<file path="src/rtl/ppu_pkg.sv">
// Types and limits shared between the PPU and the LCD-side byte packer.
package ppu_pkg;
  localparam int PPU_LINE_PX     = 160;
  localparam int PPU_FRAME_LINES = 144;

  typedef logic [1:0] px_t;

  typedef struct packed {
    logic       sof;
    logic       eol;
    logic [7:0] data;
  } lcd_entry_t;
endpackage

</file>
<file path="src/rtl/ppu_lcd_packer_if.sv">
// Packed-byte stream toward the LCD/host transport (valid/ready).
interface ppu_lcd_packer_if;
  logic [7:0] out_data;
  logic       out_sof;
  logic       out_eol;
  logic       out_valid;
  logic       out_ready;

  modport master (output out_data, out_sof, out_eol, out_valid, input out_ready);
  modport slave  (input out_data, out_sof, out_eol, out_valid, output out_ready);
endinterface

</file>
<file path="src/rtl/ppu_byte_fifo.sv">
// Byte FIFO with a registered head; an entry reaches the head one clk after push.
// full counts the head, so DEPTH is the total number of bytes held.
module ppu_byte_fifo
  import ppu_pkg::*;
#(
  parameter int DEPTH = 16
) (
  input  logic       clk,
  input  logic       reset,
  input  logic       flush,
  input  logic       push,
  input  lcd_entry_t wr_entry,
  input  logic       pop,
  output lcd_entry_t head,
  output logic       full,
  output logic       empty
);
  localparam int AW = $clog2(DEPTH);

  lcd_entry_t    mem [DEPTH];
  logic [AW-1:0] wr_ptr, rd_ptr;
  logic [AW:0]   mem_cnt, total;
  logic          head_vld, do_pop, do_push, load;

  assign total   = mem_cnt + (AW+1)'(head_vld);
  assign full    = (total == (AW+1)'(DEPTH));
  assign empty   = !head_vld;
  assign do_pop  = pop && head_vld;
  // a pop frees a slot on the same edge, so push-at-full with pop is kept
  assign do_push = push && !flush && (!full || do_pop);
  assign load    = !flush && (mem_cnt != '0) && (!head_vld || do_pop);

  always_ff @(posedge clk)
    if (do_push) mem[wr_ptr] <= wr_entry;

  always_ff @(posedge clk or negedge reset) begin
    if (!reset) begin
      wr_ptr   <= '0;
      rd_ptr   <= '0;
      mem_cnt  <= '0;
      head_vld <= 1'b0;
      head     <= '0;
    end else if (flush) begin
      wr_ptr   <= '0;
      rd_ptr   <= '0;
      mem_cnt  <= '0;
      head_vld <= 1'b0;
      head     <= '0;
    end else begin
      if (do_push) wr_ptr <= wr_ptr + 1'b1;
      if (load) begin
        head   <= mem[rd_ptr];
        rd_ptr <= rd_ptr + 1'b1;
      end
      head_vld <= load | (head_vld & ~do_pop);
      case ({do_push, load})
        2'b10:   mem_cnt <= mem_cnt + 1'b1;
        2'b01:   mem_cnt <= mem_cnt - 1'b1;
        default: mem_cnt <= mem_cnt;
      endcase
    end
  end
endmodule

</file>
<file path="src/rtl/ppu_lcd_packer.sv">
// Packs the PPU's 2-bit pixel stream four per byte into a FIFO-backed byte stream
// with frame/line markers; never stalls the PPU, flags overflow and bad lines.
module ppu_lcd_packer
  import ppu_pkg::*;
#(
  parameter int FIFO_DEPTH  = 16,
  parameter int LINE_PX     = PPU_LINE_PX,
  parameter int FRAME_LINES = PPU_FRAME_LINES
) (
  input  logic              clk,
  input  logic              reset,
  input  logic              disp_on,
  input  logic              hsync,
  input  logic              vsync,
  input  logic              px_out,
  input  px_t               px,
  ppu_lcd_packer_if.master  lcd,
  output logic              overflow,
  output logic              line_err,
  input  logic              err_clr
);
  localparam int XW = $clog2(LINE_PX + 1);
  localparam logic [XW-1:0] X_END  = XW'(LINE_PX);
  localparam logic [XW-1:0] X_LAST = XW'(LINE_PX - 1);
  localparam logic [7:0]    Y_END  = 8'(FRAME_LINES);

  logic          locked, locked_n;
  logic [XW-1:0] x, x_n;
  logic [7:0]    y, y_n;
  logic [7:0]    part, part_n;
  logic          push, pop, full, empty, le_evt, ovf_evt;
  lcd_entry_t    entry, head;

  always_comb begin
    locked_n = locked;
    x_n      = x;
    y_n      = y;
    part_n   = part;
    push     = 1'b0;
    entry    = '0;
    le_evt   = 1'b0;
    if (!disp_on) begin
      locked_n = 1'b0;
      x_n      = '0;
      y_n      = '0;
      part_n   = '0;
    end else begin
      // strobes first, so a coincident pixel lands at x=0 of the new line
      if (vsync) begin
        locked_n = 1'b1;
        x_n      = '0;
        y_n      = '0;
        part_n   = '0;
      end else if (hsync) begin
        if (x != '0 && x != X_END) le_evt = 1'b1;
        x_n    = '0;
        y_n    = (y == 8'hFF) ? y : y + 8'd1;
        part_n = '0;
      end
      if (px_out && locked_n) begin
        if (x_n < X_END && y_n < Y_END) begin
          case (x_n[1:0])
            2'd0: part_n[7:6] = px;
            2'd1: part_n[5:4] = px;
            2'd2: part_n[3:2] = px;
            2'd3: part_n[1:0] = px;
          endcase
          if (x_n[1:0] == 2'd3) begin
            push       = 1'b1;
            entry.sof  = (x_n == XW'(3)) && (y_n == 8'd0);
            entry.eol  = (x_n == X_LAST);
            entry.data = part_n;
          end
          x_n = x_n + 1'b1;
        end else begin
          le_evt = 1'b1;
        end
      end
    end
  end

  assign pop     = lcd.out_valid && lcd.out_ready;
  assign ovf_evt = push && full && !pop;

  always_ff @(posedge clk or negedge reset) begin
    if (!reset) begin
      locked   <= 1'b0;
      x        <= '0;
      y        <= '0;
      part     <= '0;
      overflow <= 1'b0;
      line_err <= 1'b0;
    end else begin
      locked   <= locked_n;
      x        <= x_n;
      y        <= y_n;
      part     <= part_n;
      overflow <= ovf_evt | (overflow & ~err_clr);
      line_err <= le_evt | (line_err & ~err_clr);
    end
  end

  ppu_byte_fifo #(.DEPTH(FIFO_DEPTH)) u_fifo (
    .clk      (clk),
    .reset    (reset),
    .flush    (!disp_on),
    .push     (push),
    .wr_entry (entry),
    .pop      (pop),
    .head     (head),
    .full     (full),
    .empty    (empty)
  );

  assign lcd.out_valid = !empty;
  assign lcd.out_data  = head.data;
  assign lcd.out_sof   = head.sof;
  assign lcd.out_eol   = head.eol;
endmodule

</file>
<file path="src/flat_wrapper.sv">
// flat-port wrapper written by rule: the top's interface ports become plain ports
module ppu_lcd_packer_flat import ppu_pkg::*;
#(
  parameter int FIFO_DEPTH  = 16,
  parameter int LINE_PX     = PPU_LINE_PX,
  parameter int FRAME_LINES = PPU_FRAME_LINES
)
  (clk, reset, disp_on, hsync, vsync, px_out, px, overflow, line_err, err_clr, lcd_out_data, lcd_out_sof, lcd_out_eol, lcd_out_valid, lcd_out_ready);
  ppu_lcd_packer_if lcd_i ();
  input  logic clk;
  input  logic reset;
  input  logic disp_on;
  input  logic hsync;
  input  logic vsync;
  input  logic px_out;
  input  px_t px;
  output logic overflow;
  output logic line_err;
  input  logic err_clr;
  output wire logic [$bits(lcd_i.out_data)-1:0] lcd_out_data;
  output wire logic [$bits(lcd_i.out_sof)-1:0] lcd_out_sof;
  output wire logic [$bits(lcd_i.out_eol)-1:0] lcd_out_eol;
  output wire logic [$bits(lcd_i.out_valid)-1:0] lcd_out_valid;
  input wire logic [$bits(lcd_i.out_ready)-1:0] lcd_out_ready;
  assign lcd_out_data = lcd_i.out_data;
  assign lcd_out_sof = lcd_i.out_sof;
  assign lcd_out_eol = lcd_i.out_eol;
  assign lcd_out_valid = lcd_i.out_valid;
  assign lcd_i.out_ready = lcd_out_ready;
  ppu_lcd_packer #(.FIFO_DEPTH(FIFO_DEPTH), .LINE_PX(LINE_PX), .FRAME_LINES(FRAME_LINES)) u_core (.clk(clk), .reset(reset), .disp_on(disp_on), .hsync(hsync), .vsync(vsync), .px_out(px_out), .px(px), .lcd(lcd_i), .overflow(overflow), .line_err(line_err), .err_clr(err_clr));
endmodule
</file>
<file path="config.mk">
export PLATFORM = sky130hd
export DESIGN_NAME = ppu_lcd_packer_flat
export DESIGN_NICKNAME = d
export VERILOG_FILES = /design/src/rtl/ppu_pkg.sv /design/src/rtl/ppu_lcd_packer_if.sv /design/src/rtl/ppu_byte_fifo.sv /design/src/rtl/ppu_lcd_packer.sv /design/src/flat_wrapper.sv
export SDC_FILE = /design/constraint.sdc
export NUM_CORES = 1
export LEC_CHECK = 0
export ABC_AREA = 1
export CORE_AREA = 3 3 169 171
export DETAILED_ROUTE_END_ITERATION = 8
export DIE_AREA = 0 0 172 174
export DONT_BUFFER_PORTS = 1
export MAX_ROUTING_LAYER = met4
export PLACE_DENSITY_LB_ADDON = 0.1
export SYNTH_ARGS = -nofsm -noshare
export SYNTH_HDL_FRONTEND = slang
export SYNTH_HIERARCHICAL = 1
export SYNTH_SLANG_ARGS = --single-unit
</file>
<file path="constraint.sdc">
create_clock -name clk -period 8 [get_ports clk]
set_input_delay 1.6 -clock clk [delete_from_list [all_inputs] [get_ports clk]]
set_output_delay 1.6 -clock clk [all_outputs]
set_load 0.05 [all_outputs]
</file>
==> results.toml <==
[outcome]
status = "finished clean"

[drt]
ant_nets = 0
route.detailed.drc = 0
avgViaCountPerCell = 4.95
drtIter0Drc = 572
wl_per_cell_microns = 19.0
drt-total-wl_microns = 24300
drt_first_pass_iters = 6
num_vias = 6325

[synth]
syn-num-nets = 945
ys_seq_elements = 209
yosysSeqAreaShare = 0.636
synth_largest_area_cell = "edfxtp_1"
synth_common_cells = "200 x nand2_1, 160 x edfxtp_1, 142 x nor2_1"
synth_ff_type = "edfxtp_1"
synth_top_area_frac = 0.506
synth_edf_count = 160
avgSynthCellArea_sq_um = 10.3
synth_cells = 919
synth.most_common_cell = "nand2_1"
yosys_warnings = 6
async_reset_ff_frac = 0.234
ys_top_cells_by_area = "edfxtp_1 51%, dfrtp_1 13%, nand2_1 7.9%, nor2_1 5.6%, inv_1 2.8%"
yosys.cell_types.count = 43
synthesis.area_sq_um = 9490

[sta]
max_slew_margin = 0.256
slew_violations = 0
tns_ns = 0
clock_skew_ns = 0.0217
setup_viol = 0
fmax_mhz = 220
min_period_over_period = 0.568
rsz0062_at_grt = "false"
min_period_ns = 4.54
tightest_slew_ns = 1.11
hold_viol = 0
worst_slack_ns = 3.46

[power]
p_comb_frac = 0.037
p_int_uw = 1930
vdd_drop_max_mv = 0.110
swShare = 0.209
power.leakage_uw = 0.00422
p_clk_frac = 0.486
power_frac_seq = 0.477
p_per_area_nw_per_um2 = 229
p_sw_uw = 510

[hold_path]
holdCritStartpoint = "u_core/locked$_DFF_PN0_"
min_path_type = "reg2reg"

[cts]
h-tree-depth = 1
clock-root-buffer = "clkbuf_16"
cts_tree = "yes"
postCtsSetupBuffers = 0
ctsResizeCount = 0
cts_hold_buf = 0
numClockSinks = 209
clkTransAtPathRegs_ns = 0.06
clock_path_buffers = 3
clk_latency_ns = 0.53
cts-buffers-inserted = 24

[worst_setup_path]
regToRegStartpoint = "u_core/y[0]$_DFF_PN0_"
crit_slowest_cell = "nor2_1"
max_stage_delay_ns = 0.88
arrival_ns = 4.67
crit_path_start = "vsync"
path_cells = "nor2_2, inv_1, nor2_1, ha_1, nand2_1, inv_1, nand2_4, inv_1, inv_1, nor2_1, nand2_4, inv_2, nand2_1, nor2_1"
path_max_fanout = 12
crit_top_cell = "inv_1"
crit_type = "in2reg"
crit_required_ns = 8.12
endpoint_kind = "register"
critPathLaunchType = "input pin"

[job]
maxCapViolations = 0

[placed_design]
hpwlAfterDp_microns = 15600
placedCellCount = 1233
place_ws_ns = 2.95
gp_congestion = 0.807
port_buffers = 0

[finish]
area_growth_pct = 12.2
num_antenna_cells = 0
drive_gt1_frac = 0.0994
final_nets = 944
instances_no_fill = 1277
final_util = 0.394

[die]
ioPinCount = 23
die_area_sq_um = 29900
die_h_microns = 174
die_x_microns = 172
rows = 60
start_util = 0.351
core_area_sq_um = 27000

[global_route]
grt_pass1_wl_microns = 37900
grt_pass1_vias = 6287
grt_max_degree = 68
grt_overflow_total = 0
antenna_found_initial = 0
grt_usage = 0.168
-- cells by family (layout without fill, tap and decap cells) --
kind of cell             count (synthesis)  after routing  share of synthesized area
AO/OA/AOI/OAI                          128            128                     0.0761
XOR/XNOR                                 5              5                    0.00461
adder cells (fa/ha/maj)                 16             16                     0.0219
buffers and inverters                  117            134                     0.0554
flip-flops                             209            209                      0.636
AND/OR/NAND/NOR                        444            444                      0.206
-- critical path, delay by kind of cell --
family                   cells  cell delay, ns
AND/OR/NAND/NOR              8            2.22
adder cells (fa/ha/maj)      1            0.23
buffers and inverters        5            0.60
-- power groups by stage --
stage,registers [uW],logic (uW),clock network (uW)
after global routing,1160,101,1260
final,1160,91.1,1190
after detailed placement,1180,91.4,0
after floorplan,1180,67.2,0
after global placement,1180,92.2,0
after CTS,1160,91.4,1220
-- final timing paths --
kind	end	slack, ns	cells after the start
min in group asynchronous	u_core/u_fifo/head[6]$_DFFE_PN0P_	0.77	0
setup / recovery	u_core/u_fifo/mem[1][4]$_DFFE_PP_	3.46	14
setup reg to reg	u_core/u_fifo/mem[1][4]$_DFFE_PP_	4.13	18
hold reg to reg	u_core/locked$_DFF_PN0_	0.50	2
max in group asynchronous	u_core/u_fifo/rd_ptr[0]$_DFFE_PN0P_	7.13	0
hold / removal	u_core/locked$_DFF_PN0_	0.50	2
-- metal layers --
metal | routed length, microns | up-vias | track usage
li1 | - | 3118 | -
met1 | 11700 | 3037 | 0.248
met2 | 11100 | 145 | 0.252
met3 | 1170 | 25 | 0.0218
met4 | 373 | 0 | 0.0329
met5 | 0 | - | -
-- state kept, by name, summed over array words and instances, names as in the netlist --
register and count:
u_core/line_err 1, u_core/overflow 1, u_core/u_fifo/head_vld 1, u_core/u_fifo/wr_ptr 4
u_core/u_fifo/head 10, u_core/locked 1, u_core/part 6, u_core/u_fifo/mem 160
u_core/y 8, u_core/u_fifo/rd_ptr 4, u_core/u_fifo/mem_cnt 5, u_core/x 8
-- layout by cell type, fill, tap and decap left out, drive strengths merged --
cell,Yosys,routed
nand4,24,24
buf,32,8
xor2,1,1
nand3,49,49
o211ai,17,17
inv,81,81
nor2,149,149
bufinv,0,4
dfrtp,49,49
o22ai,3,3
o21ai,74,74
xnor2,4,4
nand2,210,210
fa,1,1
clkinv,1,3
nand3b,3,3
o21a,1,1
clkinvlp,0,1
clkbuf,3,37
ha,15,15
a21oi,29,29
o221ai,2,2
nor4,2,2
nor3,5,5
a31oi,2,2
and3,2,2
edfxtp,160,160
-- through the flow --
stage	hold slack (ns)	area [sq um]	power, uW
2_1_floorplan	0.455	9490	1250
3_3_place_gp	0.490	9780	1280
3_5_place_dp	0.489	9780	1280
4_1_cts	0.504	10600	2470
5_1_grt	0.530	10600	2520
6_report	0.502	10600	2440
-- layout make-up --
cell class | instances | area (sq um)
timing repair buffer | 8 | 60.1
clock buffer | 37 | 719
inverter | 82 | 308
tap | 341 | 427
sequential | 209 | 6030
multi-input combinational | 593 | 2950
fill | 2670 | 16400
clock inverter | 7 | 149
Note: power is estimated with default switching activity, not from simulation.
==> RTL edit (same flow settings) <==
Change the package constant `PPU_LINE_PX` from 160 to 240.
--- a/src/rtl/ppu_pkg.sv
+++ b/src/rtl/ppu_pkg.sv
@@ -2,3 +2,3 @@
 package ppu_pkg;
-  localparam int PPU_LINE_PX     = 160;
+  localparam int PPU_LINE_PX     = 240;
   localparam int PPU_FRAME_LINES = 144;
Function: no difference found for any inputs over 4 cycles, from zero or initial values and one cycle with reset low; that may be too few to reach the edited logic, so the function may still have changed.
==> RTL edit against the unedited design <==
- wire length down 1.3%
- critical endpoint is now u_core/u_fifo/mem[1][5]
- largest cell class unchanged
- total power shrank 0.55%
- design area fell by 0.15%
- synthesized area about the same
- sequential cell count stayed put
- setup slack is essentially flat
- hold slack got worse by 9.7 ps
- fmax hardly changed
- sequential share of layout area rose by 0.087 points
- final cell count stayed put
==> RTL edit: results (changes against the unedited design) <==
dpl hpwl -> 15600 um (about the same)
Switch Pwr -> 0.501 mW (-1.7%)
Clock transition at path regs -> 60 ps (about the same)
Pre-Repair DR Iteration Count -> 4 (-2)
first-pass GRT wire length -> 37100 um (-2.0%)
status -> finished clean
DR WL/cell -> 18.8 um (-1.3%)
commonest cells in the synthesized netlist -> nand2_1, edfxtp_1, nor2_1, inv_1, dfrtp_1
crit path max fanout -> 12 (unchanged)
fill count -> 2705 (+1.3%)
Num CTS Buffers -> 25 (+4.2%)
Max Used Layer -> met4
number of synthesized flops with an enable pin -> 160 (unchanged)
Setup Skew -> 18.2 ps (-3.53 ps)
clock root cell -> clkbuf_16
ant diodes -> 0 (unchanged)
Syn Nets -> 945 (unchanged)
Cell variety after synth -> 43 (unchanged)
commonest non-fill, non-tap cell in the layout -> nand2_1
Global Route met1 Usage -> 23.8% (-0.97 points)
number of buffers inserted by port buffering -> 0 (unchanged)
Met2 Wirelength -> 11000 um (-0.44%)
Synth top area share -> 50.7% (about the same)
leakage power -> 4.26 nW (+1.1%)
Clock Power -> 1.17 mW
GRT Total Usage -> 16.6% (-0.28 points)
Main synth FF type -> edfxtp_1
vias per cell -> 4.91 (-0.84%)
Slew HR -> 34.2% (+8.6 points)
Regs by FF count -> u_core/u_fifo/mem: 160 flops, u_core/u_fifo/head: 10 flops
WL met3 -> 847 um (-27%)
Max VDD drop -> 0.162 mV (+47%)
initial antenna violation count -> 0 (unchanged)
met3 Usage GRT -> 2.43% (+0.25 points)
CTS Buffer Depth -> 3 (unchanged)
share of cells above drive strength 1 -> 9.83% (-0.11 points)
Clock H-tree levels -> 1 (unchanged)
critical path arrival -> 4670 ps (about the same)
Initial DRC Count -> 496 (-13%)
cts repair resizes -> 0 (unchanged)
asr flop ratio synth -> 23.4% (unchanged)
largest net degree at the start of global routing -> 56 (-18%)
type of the tightest min-delay check -> flip-flop to flip-flop
Placer Congestion -> 0.791 (-2.0%)
synth warn -> 6 (unchanged)
sequential-to-total area share from yosys stat -> 63.6% (about the same)
DRC -> 0 (unchanged)
met2 global-route usage -> 25.2% (-0.033 points)
latest clock arrival within the worst-skew pair -> 510 ps (-20 ps)
Synth area leaders -> edfxtp_1, dfrtp_1, nand2_1, nor2_1, inv_1
Post-Route M1 WL -> 11600 um (-0.22%)
Nets -> 944 (unchanged)
pwr dens -> 228 nW/um^2 (-0.40%)
vias in the first global route -> 6138 (-2.4%)
Setup Buffers After CTS -> 0 (unchanged)
combinational cell power -> 0.0888 mW (-2.5%)
==> RTL edit: cell types whose count changed in the layout (fill, tap and decap cells not counted), sizes merged, moves of 2 or more <==
cell / before / now
nor2: 149 / 139
clkbuf: 37 / 31
clkinv: 3 / 8
nand2: 210 / 213
nand3: 49 / 52
a21oi: 29 / 27
==> RTL edit: kinds of logic after synthesis <==
kind of cell	share of synthesized area, %
DFF	63.6
and+or+nand+nor	20.6
buffers and inverters	5.67
AOI/OAI and AO/OA	7.59
xor gates and xnor gates	0.369
adders and majority gates	2.19
==> RTL edit: critical path: stages <==
cell     delay, ps
nor2_1         630
inv_1          130
nor2_1         220
ha_1           230
nand2_1        100
inv_1          120
nand2_4        140
inv_1           80
inv_1           30
nor2_1         210
nand2_4        120
inv_2          130
nand2_1        170
nor2_1         740
==> RTL edit: path summary, 6_finish.rpt <==
kind	to	start	slack, ps	depth (start not counted)
hold / removal	u_core/locked	u_core/locked	490	2
max in group asynchronous	u_core/u_fifo/rd_ptr[0]	reset	7110	0
hold reg to reg	u_core/locked	u_core/locked	490	2
setup / recovery	u_core/u_fifo/mem[1][5]	hsync	3460	14
setup reg to reg	u_core/u_fifo/mem[1][5]	u_core/y[0]	4250	18
min in group asynchronous	u_core/x[7]	reset	780	0
==> RTL edit: metrics by stage <==
step,cells,area (um^2),setup WS [ps],hold slack [ps]
2_1_floorplan,919,9480,3660,455
3_3_place_gp,1232,9780,3000,478
3_5_place_dp,1232,9780,2880,478
4_1_cts,1277,10600,3410,491
5_1_grt,1277,10600,3100,530
6_report,1277,10600,3460,493
==> RTL edit: cell type report <==
type	count	share of cell area, %
tap	341	4.01
clock inverter	14	1.86
multi-input combinational	590	27.6
inverter	83	2.93
timing repair buffer	9	0.636
sequential	209	56.7
clock buffer	31	6.19
